===== config.mk =====
export PLATFORM = sky130hd
export DESIGN_NAME = eth_tx_arbiter
export DESIGN_NICKNAME = d
export VERILOG_FILES = /design/src/rtl/eth_tx_arbiter.sv
export SDC_FILE = /design/constraint.sdc
export NUM_CORES = 1
export LEC_CHECK = 0
export ABC_CLOCK_PERIOD_IN_PS = 3500
export BUFFER_PORTS_ARGS = -buffer_cell sky130_fd_sc_hd__clkbuf_2
export CAP_MARGIN = 10
export CORE_MARGIN = 1.5
export CORE_UTILIZATION = 54
export CTS_BUF_LIST = sky130_fd_sc_hd__clkbuf_16
export DETAILED_ROUTE_END_ITERATION = 10
export GPL_TIMING_DRIVEN = 0
export PLACE_DENSITY = 0.87
export SLEW_MARGIN = 20
export SYNTH_ARGS = -nofsm -noshare
export SYNTH_HDL_FRONTEND = slang
export SYNTH_SLANG_ARGS = --single-unit

===== constraint.sdc =====
create_clock -name mac_clk -period 3.5 [get_ports mac_clk]
set_clock_uncertainty 0.15 [all_clocks]
set_input_delay 0.7 -clock mac_clk [delete_from_list [all_inputs] [get_ports mac_clk]]
set_output_delay 0.7 -clock mac_clk [all_outputs]
set_load 0.02 [all_outputs]

===== src/rtl/eth_tx_arbiter.sv =====
// Round-robin frame arbiter in front of the GMII transmit framer: pads runts, truncates giants, spaces frames.
// Define ARB_PRIORITY_EN to give source 0 strict priority over the round-robin sources.
module eth_tx_arbiter #(
  parameter int NUM_REQ       = 2,
  parameter int MIN_FRAME_LEN = 60,
  parameter int MAX_FRAME_LEN = 1514,
  parameter int GAP_CYCLES    = 12
) (
  input  logic                 mac_clk,
  input  logic                 reset,
  input  logic [NUM_REQ-1:0]   req_valid,
  input  logic [8*NUM_REQ-1:0] req_data,
  input  logic [NUM_REQ-1:0]   req_last,
  output logic [NUM_REQ-1:0]   req_ready,
  output logic [7:0]           out_data,
  output logic                 out_valid,
  output logic                 out_last,
  input  logic                 out_ready,
  output logic [NUM_REQ-1:0]   grant,
  output logic                 busy,
  output logic                 trunc_pulse
);

  localparam int IW = (NUM_REQ > 1) ? $clog2(NUM_REQ) : 1;
  localparam int GW = $clog2(GAP_CYCLES + 1);
  localparam logic [10:0] MIN_L = 11'(MIN_FRAME_LEN);
  localparam logic [10:0] MAX_L = 11'(MAX_FRAME_LEN);

  localparam logic [2:0] S_IDLE  = 3'd0;
  localparam logic [2:0] S_PASS  = 3'd1;
  localparam logic [2:0] S_PAD   = 3'd2;
  localparam logic [2:0] S_DRAIN = 3'd3;
  localparam logic [2:0] S_GAP   = 3'd4;

  logic [2:0]         state_q, state_d;
  logic [NUM_REQ-1:0] grant_q, grant_d;
  logic [IW-1:0]      gidx_q, gidx_d;
  logic [IW-1:0]      rr_q, rr_d;
  logic [10:0]        cnt_q, cnt_d;
  logic [GW-1:0]      gap_q, gap_d;

  logic [10:0]        cnt_inc;
  logic               xfer;
  logic               found;
  logic [IW-1:0]      sel;
  logic [IW-1:0]      idx;

  assign cnt_inc = cnt_q + 11'd1;
  assign xfer    = out_valid && out_ready;
  assign grant   = grant_q;
  assign busy    = (state_q != S_IDLE);

  always_comb begin
    found = 1'b0;
    sel   = '0;
    idx   = '0;
`ifdef ARB_PRIORITY_EN
    if (req_valid[0]) begin
      found = 1'b1;
    end else begin
      // rr_q only ever holds 1..NUM_REQ-1 in this mode
      for (int i = 1; i < NUM_REQ; i++) begin
        idx = IW'(((int'(rr_q) - 1 + i) % (NUM_REQ - 1)) + 1);
        if (!found && req_valid[idx]) begin
          found = 1'b1;
          sel   = idx;
        end
      end
    end
`else
    for (int i = 1; i <= NUM_REQ; i++) begin
      idx = IW'((int'(rr_q) + i) % NUM_REQ);
      if (!found && req_valid[idx]) begin
        found = 1'b1;
        sel   = idx;
      end
    end
`endif
  end

  // out_last depends only on count and req_last, so it stays stable while stalled
  always_comb begin
    out_data    = 8'h00;
    out_valid   = 1'b0;
    out_last    = 1'b0;
    req_ready   = '0;
    trunc_pulse = 1'b0;
    case (state_q)
      S_PASS: begin
        out_data          = req_data[{gidx_q, 3'b000} +: 8];
        out_valid         = req_valid[gidx_q];
        req_ready[gidx_q] = out_ready;
        if (req_last[gidx_q]) begin
          out_last = (cnt_inc >= MIN_L);
        end else if (cnt_inc == MAX_L) begin
          out_last    = 1'b1;
          trunc_pulse = out_ready && req_valid[gidx_q];
        end
      end
      S_PAD: begin
        out_valid = 1'b1;
        out_last  = (cnt_inc == MIN_L);
      end
      S_DRAIN: req_ready[gidx_q] = 1'b1;
      default: ;
    endcase
  end

  always_comb begin
    state_d = state_q;
    grant_d = grant_q;
    gidx_d  = gidx_q;
    rr_d    = rr_q;
    cnt_d   = cnt_q;
    gap_d   = '0;
    case (state_q)
      S_IDLE: begin
        if (found) begin
          grant_d      = '0;
          grant_d[sel] = 1'b1;
          gidx_d       = sel;
          cnt_d        = '0;
          state_d      = S_PASS;
`ifdef ARB_PRIORITY_EN
          if (sel != '0) rr_d = sel;
`else
          rr_d = sel;
`endif
        end
      end
      S_PASS: begin
        if (xfer) begin
          cnt_d = cnt_inc;
          if (req_last[gidx_q]) state_d = (cnt_inc >= MIN_L) ? S_GAP : S_PAD;
          else if (cnt_inc == MAX_L) state_d = S_DRAIN;
        end
      end
      S_PAD: begin
        if (xfer) begin
          cnt_d = cnt_inc;
          if (cnt_inc == MIN_L) state_d = S_GAP;
        end
      end
      S_DRAIN: begin
        if (req_valid[gidx_q] && req_last[gidx_q]) state_d = S_GAP;
      end
      S_GAP: begin
        if (gap_q == GW'(GAP_CYCLES - 1)) begin
          state_d = S_IDLE;
          grant_d = '0;
        end else begin
          gap_d = gap_q + GW'(1);
        end
      end
      default: begin
        state_d = S_IDLE;
        grant_d = '0;
      end
    endcase
  end

  always_ff @(posedge mac_clk) begin
    if (reset) begin
      state_q <= S_IDLE;
      grant_q <= '0;
      gidx_q  <= '0;
      rr_q    <= IW'(NUM_REQ - 1);
      cnt_q   <= '0;
      gap_q   <= '0;
    end else begin
      state_q <= state_d;
      grant_q <= grant_d;
      gidx_q  <= gidx_d;
      rr_q    <= rr_d;
      cnt_q   <= cnt_d;
      gap_q   <= gap_d;
    end
  end

endmodule


# --- Yosys cells after proc, flatten, opt, wreduce, memory -nomap -nowiden ---
# Cells that the tools add are included.
# W data, S select, Z words.
totals:
  ff_bits: 22
  out_inout_bits: 16
  elab_cells: 94
op_classes:
  n_addsub: 4
  n_lt_le_gt_ge: 7
  eq_ne: 15
  n_shift: 1
  mux: 41
  bitwise: 3
  n_reduce_logical: 17
op_table:
  columns: ["op", "count"]
  rows:
  - ["$mux W3", 9]
  - ["$mux W11", 2]
  - ["$pmux W11 S2", 1]
  - ["$mux W1", 19]
  - ["$shiftx A16 B5 Y8", 1]
  - ["$pmux W3 S5", 1]
  - ["$ne A2 B2 Y1 const B", 6]
  - ["$add A11 B1 Y11 const B", 1]
  - ["$eq A11 B11 Y1 const B", 1]
  - ["$eq A11 B6 Y1 const B", 1]
  - ["$ge A11 B6 Y1 const B", 1]
  - ["$lt A1 B2 Y1 const B", 4]
  - ["$mux W8", 1]
  - ["$reduce_and A7 Y1", 1]
  - ["$eq A3 B2 Y1 const B", 2]
  - ["$logic_and A1 B1 Y1", 6]
  - ["$pmux W2 S3", 1]
  - ["$reduce_and A3 Y1", 2]
  - ["$reduce_or A3 Y1", 2]
  - ["$add A4 B1 Y4 const B", 1]
  - ["$eq A4 B4 Y1 const B", 1]
  - ["$mux W2", 2]
  - ["$pmux W1 S2", 2]
  - ["$pmux W2 S2", 1]
  - ["other kinds (15)", 19]

# --- Depth between registers and ports, before layout ---
logic_depth:
  depth_word: 13
  mapped_depth: 8

# --- Worst setup path before layout ---
# OpenSTA, ideal clock, no wires.
synth_timing:
  path_type: "register to output"
  start: "reg cnt_q[0]"
  end: "out out_last"
  t_arrival_ns: 2.302
  required_ns: 2.650
  setup_slack_ns: 0.348
  path_stages_with_launch: 9
  path_buffers: 1
  cell_sequence: "dfxtp_1 > ha_1 > buf_4 > nand3_4 > or3_4 > a2111oi_4 > nand4_1 > o21a_1 > o21ai_0"
synth_via:
  elab_chain_len: 5
  word_cells_on_any_way: 7
synth_lines:
  columns: ["item", "line", "source"]
  rows:
  - ["start, declared", "39", "logic [10:0] cnt_q, cnt_d;"]
  - ["start signal, assigned", "175", "cnt_q <= cnt_d;"]
  - ["$add A11 B1 Y11 *", "48", "assign cnt_inc = cnt_q + 11'd1;"]
  - ["branches (longest 3 deep; another with $ge A11 B6 Y1)", null, null]
  - ["$pmux W1 S2 *", "88", "case (state_q)"]
  - ["end, declared", "17", "output logic out_last,"]
# Every way passes the cells marked *.

# --- Final worst setup path ---
layout_timing:
  start: "reg cnt_q[1]"
  end: "out out_last"
# The elaborated chain is that of the path after synthesis.

==> metrics.md <==
| Metric | Value |
|---|---|
| Status | `complete, no violations` |
| Main combinational cell family by area after synthesis | `simple AND/OR/NAND/NOR gates` |
| Share of layout cells above drive strength 1 | `22.47%` |
| # port buffers | `37` |
| Grt met2 use | `40.93%` |
| Vias in the first global route | `1493` |
| Setup TNS | `0 ps` |
| WL per Instance | `13.82 µm` |
| Initial Util | `55.67%` |
| Syn_area_per_cell | `7.429 µm²` |
| Adder-cell share of the synthesized area | `2.994%` |
| Clock transition at path regs | `60 ps` |
| Max-slew violations | `0` |
| Final cell count without fillers | `300` |
| Largest net degree at the start of global routing | `14` |
| Clock tree buffer depth | `2` |
| Synth Warn # | `0` |
| Area occupied by registers | `445.4 µm²` |
| Yosys reg bits | `22` |
| Core area | `3003 µm²` |
| First-pass GRT wire length | `6582 µm` |
| Post-synth EDFFs | `0` |
| I/O pin count | `39` |
| Multi-input gate area | `1110 µm²` |
| PwrDens | `364.2 nW/µm²` |
| CP Launch Type | `register` |
| DR DRC count | `0` |
| CTS Sinks | `22` |
| Mux cell area share after synthesis | `6.737%` |
| Initial DRC count | `71` |
| Setup violators final | `0` |
| Synthesized net count | `252` |
| Top FF cell, synth | `dfxtp_1` |
| Min Tclk post-route | `3335 ps` |
| Gr ovfl total | `0` |
| P_leak | `0.8188 nW` |
| Synth-to-layout area growth | `20.88%` |
| XOR/XNOR share of the synthesized area | `3.144%` |
| Async S/R FF share, synth | `0%` |
| Critical Path RT | `2650 ps` |
| Routed WL | `4145 µm` |
| Antenna cells | `0` |
| Final hold vios | `0` |
| Met3 usage in global routing | `3.736%` |
| Total power | `0.0007360 W` |
| Hold buffer count at cts | `0` |
| Fill count | `254` |
| Area contributors post-synth | `dfxtp_1 26%, nor2_1 7.9%, a21oi_1 6.3%, mux2i_1 5.4%, o21ai_0 4.2%` |
| Die Wd | `58.64 µm` |
| Dpl cells | `295` |
| Nets@finish | `295` |
| Die area | `3438 µm²` |
| Tcrit/Tclk final | `95.27%` |
| Row cnt | `20` |
| Post-synth top area share | `26.35%` |
| RSZ-0062 raised after global routing | `no` |
| VDD IR max | `0.0002121 V` |
| Synthesized cell area | `1672 µm²` |
| Initial antenna violation count | `0` |
| Crit Path Class | `reg -> out` |
| Rel. slew slack | `52.02%` |
| Synth Area in Compound Gates | `23.80%` |
| Global route hottest layer | `met2` |
| Register area share after synthesis | `26.35%` |
| H-Tree Depth | `1` |
| CTS tree | `done` |
| Global Route met1 Usage | `31.47%` |
| Leading area contributor after synthesis | `dfxtp_1` |
| WP data arrival | `2480 ps` |
| GRT Util Overall | `24.00%` |
| Simple-Gate Fraction of Synth Area | `29.42%` |
| Synth unique cells | `48` |
| GP Congestion | `0.8911` |
| DR vias | `1807` |
| First-pass DRT Iterations | `4` |
| Antenna viol nets, final | `0` |
| Max-Cap Viols | `0` |
| Tightest Hold Check Type | `reg -> reg` |
| Worst Tran Pin Value | `715.8 ps` |
| Crit Path Max Fanout | `8` |
| Root Buffer | `clkbuf_16` |
| Post-DR vias/cell | `6.023` |
| CP endpoint kind | `output port` |
| Chip height | `58.64 µm` |
| TritonCTS Buffers | `3` |
| Worst skew pair latency | `260 ps` |
| Post-Synthesis Cells | `225` |
| DPL Wire Length | `2859 µm` |
| Max Fclk | `0.2999 GHz` |
kinds of logic (layout without fill, tap and decap cells):
group	Yosys count	after routing
xor+xnor	6	6
simple gates	96	96
mux	11	11
flops	22	22
compound gates	60	60
fa+ha+maj	4	4
buf+inv	26	68
final timing paths:
check                               from          to  slack, ps  depth (start not counted)
worst max-delay path            cnt_q[1]    out_last        170                          9
worst min-delay path            gap_q[0]    gap_q[0]        290                          1
worst max register to register  cnt_q[1]  state_q[2]       1020                          8
worst min register to register  gap_q[0]    gap_q[0]        290                          1
per-stage QoR:
step	utilization, %	instance area, µm²	hold WS, ps	setup WS [ps]
2_1_floorplan	-	1672	267.6	347.7
3_3_place_gp	63.21	1898	281.1	266.5
3_5_place_dp	63.21	1898	284.3	213.2
4_1_cts	66.79	2006	297.9	46.66
5_1_grt	67.29	2021	329.4	49.04
6_report	67.29	2021	290.5	165.5
cell type report:
cell class              count  area share [%]
plain buffers              16           4.396
clock buffers               3           3.715
clock inverters             1           1.486
inverters                  10           1.858
multi-input cells         177           54.92
flip-flops and latches     22           22.04
well taps                  33           2.043
repair buffers             38           9.536
what timing repair did:
| item | CTS | global route |
|---|---|---|
| pin swaps | 0 | 1 |
| setup endpoints to repair | 1 | 1 |
| gates resized for setup | 2 | 3 |
| buffers inserted | 0 | 1 |
| hold endpoints to repair | 0 | 0 |
worst max-delay path, stage by stage (launching register included):
cell       delay (ps)
dfxtp_2           400
ha_1              160
buf_4             150
nand3_4           120
or3_4             370
a2111oi_4         390
nand4_1           180
o21a_1            140
o21ai_1           130
buf_2             190
report_power, final:
| group | total, W | leakage (nW) | switching, W | internal (W) |
|---|---|---|---|---|
| Clock | 0.000321 | 0.0511 | 0.0000940 | 0.000227 |
| Sequential | 0.000263 | 0.180 | 0.00000571 | 0.000257 |
| Combinational | 0.000152 | 0.588 | 0.0000964 | 0.0000556 |
| Total | 0.000736 | 0.819 | 0.000196 | 0.000540 |
flip-flops by register name, summed over array words and instances, names as in the netlist:
register	flops
state_q	3
grant	2
gidx_q	1
gap_q	4
rr_q	1
cnt_q	11
synthesized netlist by cell type (all sizes together) (3+ instances only):
cell type	n
o21a	4
a21oi	21
mux2i	9
o21ai	14
nor3	8
nand4	6
nand3	7
buf	8
nor2	35
and2	3
inv	10
nor2b	4
and3	4
dfxtp	22
or4	3
nand2	14
or3	4
a31oi	4
clkbuf	8
ha	4
xnor2	4
placed cells by master, fill, tap and decap left out, types with 2 or more instances in the layout:
master / Yosys / routed
nand3b_1: 2 / 2
clkbuf_16: 0 / 3
nor2b_1: 4 / 4
nand2_1: 13 / 13
buf_6: 2 / 2
inv_1: 10 / 10
buf_2: 2 / 3
clkbuf_2: 0 / 36
ha_1: 4 / 4
or3_1: 3 / 3
nand3_1: 6 / 6
a21oi_1: 21 / 21
o21ai_0: 14 / 13
and2_1: 3 / 3
mux2i_1: 9 / 9
nor4_1: 2 / 2
nand2b_1: 2 / 2
buf_4: 3 / 4
a31oi_1: 4 / 4
a21o_1: 2 / 2
nand4_1: 6 / 6
and3_1: 3 / 3
clkbuf_1: 8 / 8
nor3_1: 8 / 7
a211o_1: 2 / 2
xnor2_1: 4 / 4
nor2_1: 35 / 35
dfxtp_1: 22 / 20
a41oi_1: 2 / 2
a211oi_1: 2 / 2
o21a_1: 4 / 4
mux2_2: 2 / 2
or4_1: 3 / 3
xor2_1: 2 / 2
metal layers:
metal	vias up	part of all wire (%)
li1	891	-
met5	-	0
met4	0	1.5
met3	10	5.8
met2	69	49
met1	837	44
Note: power is estimated with default switching activity, not from simulation.
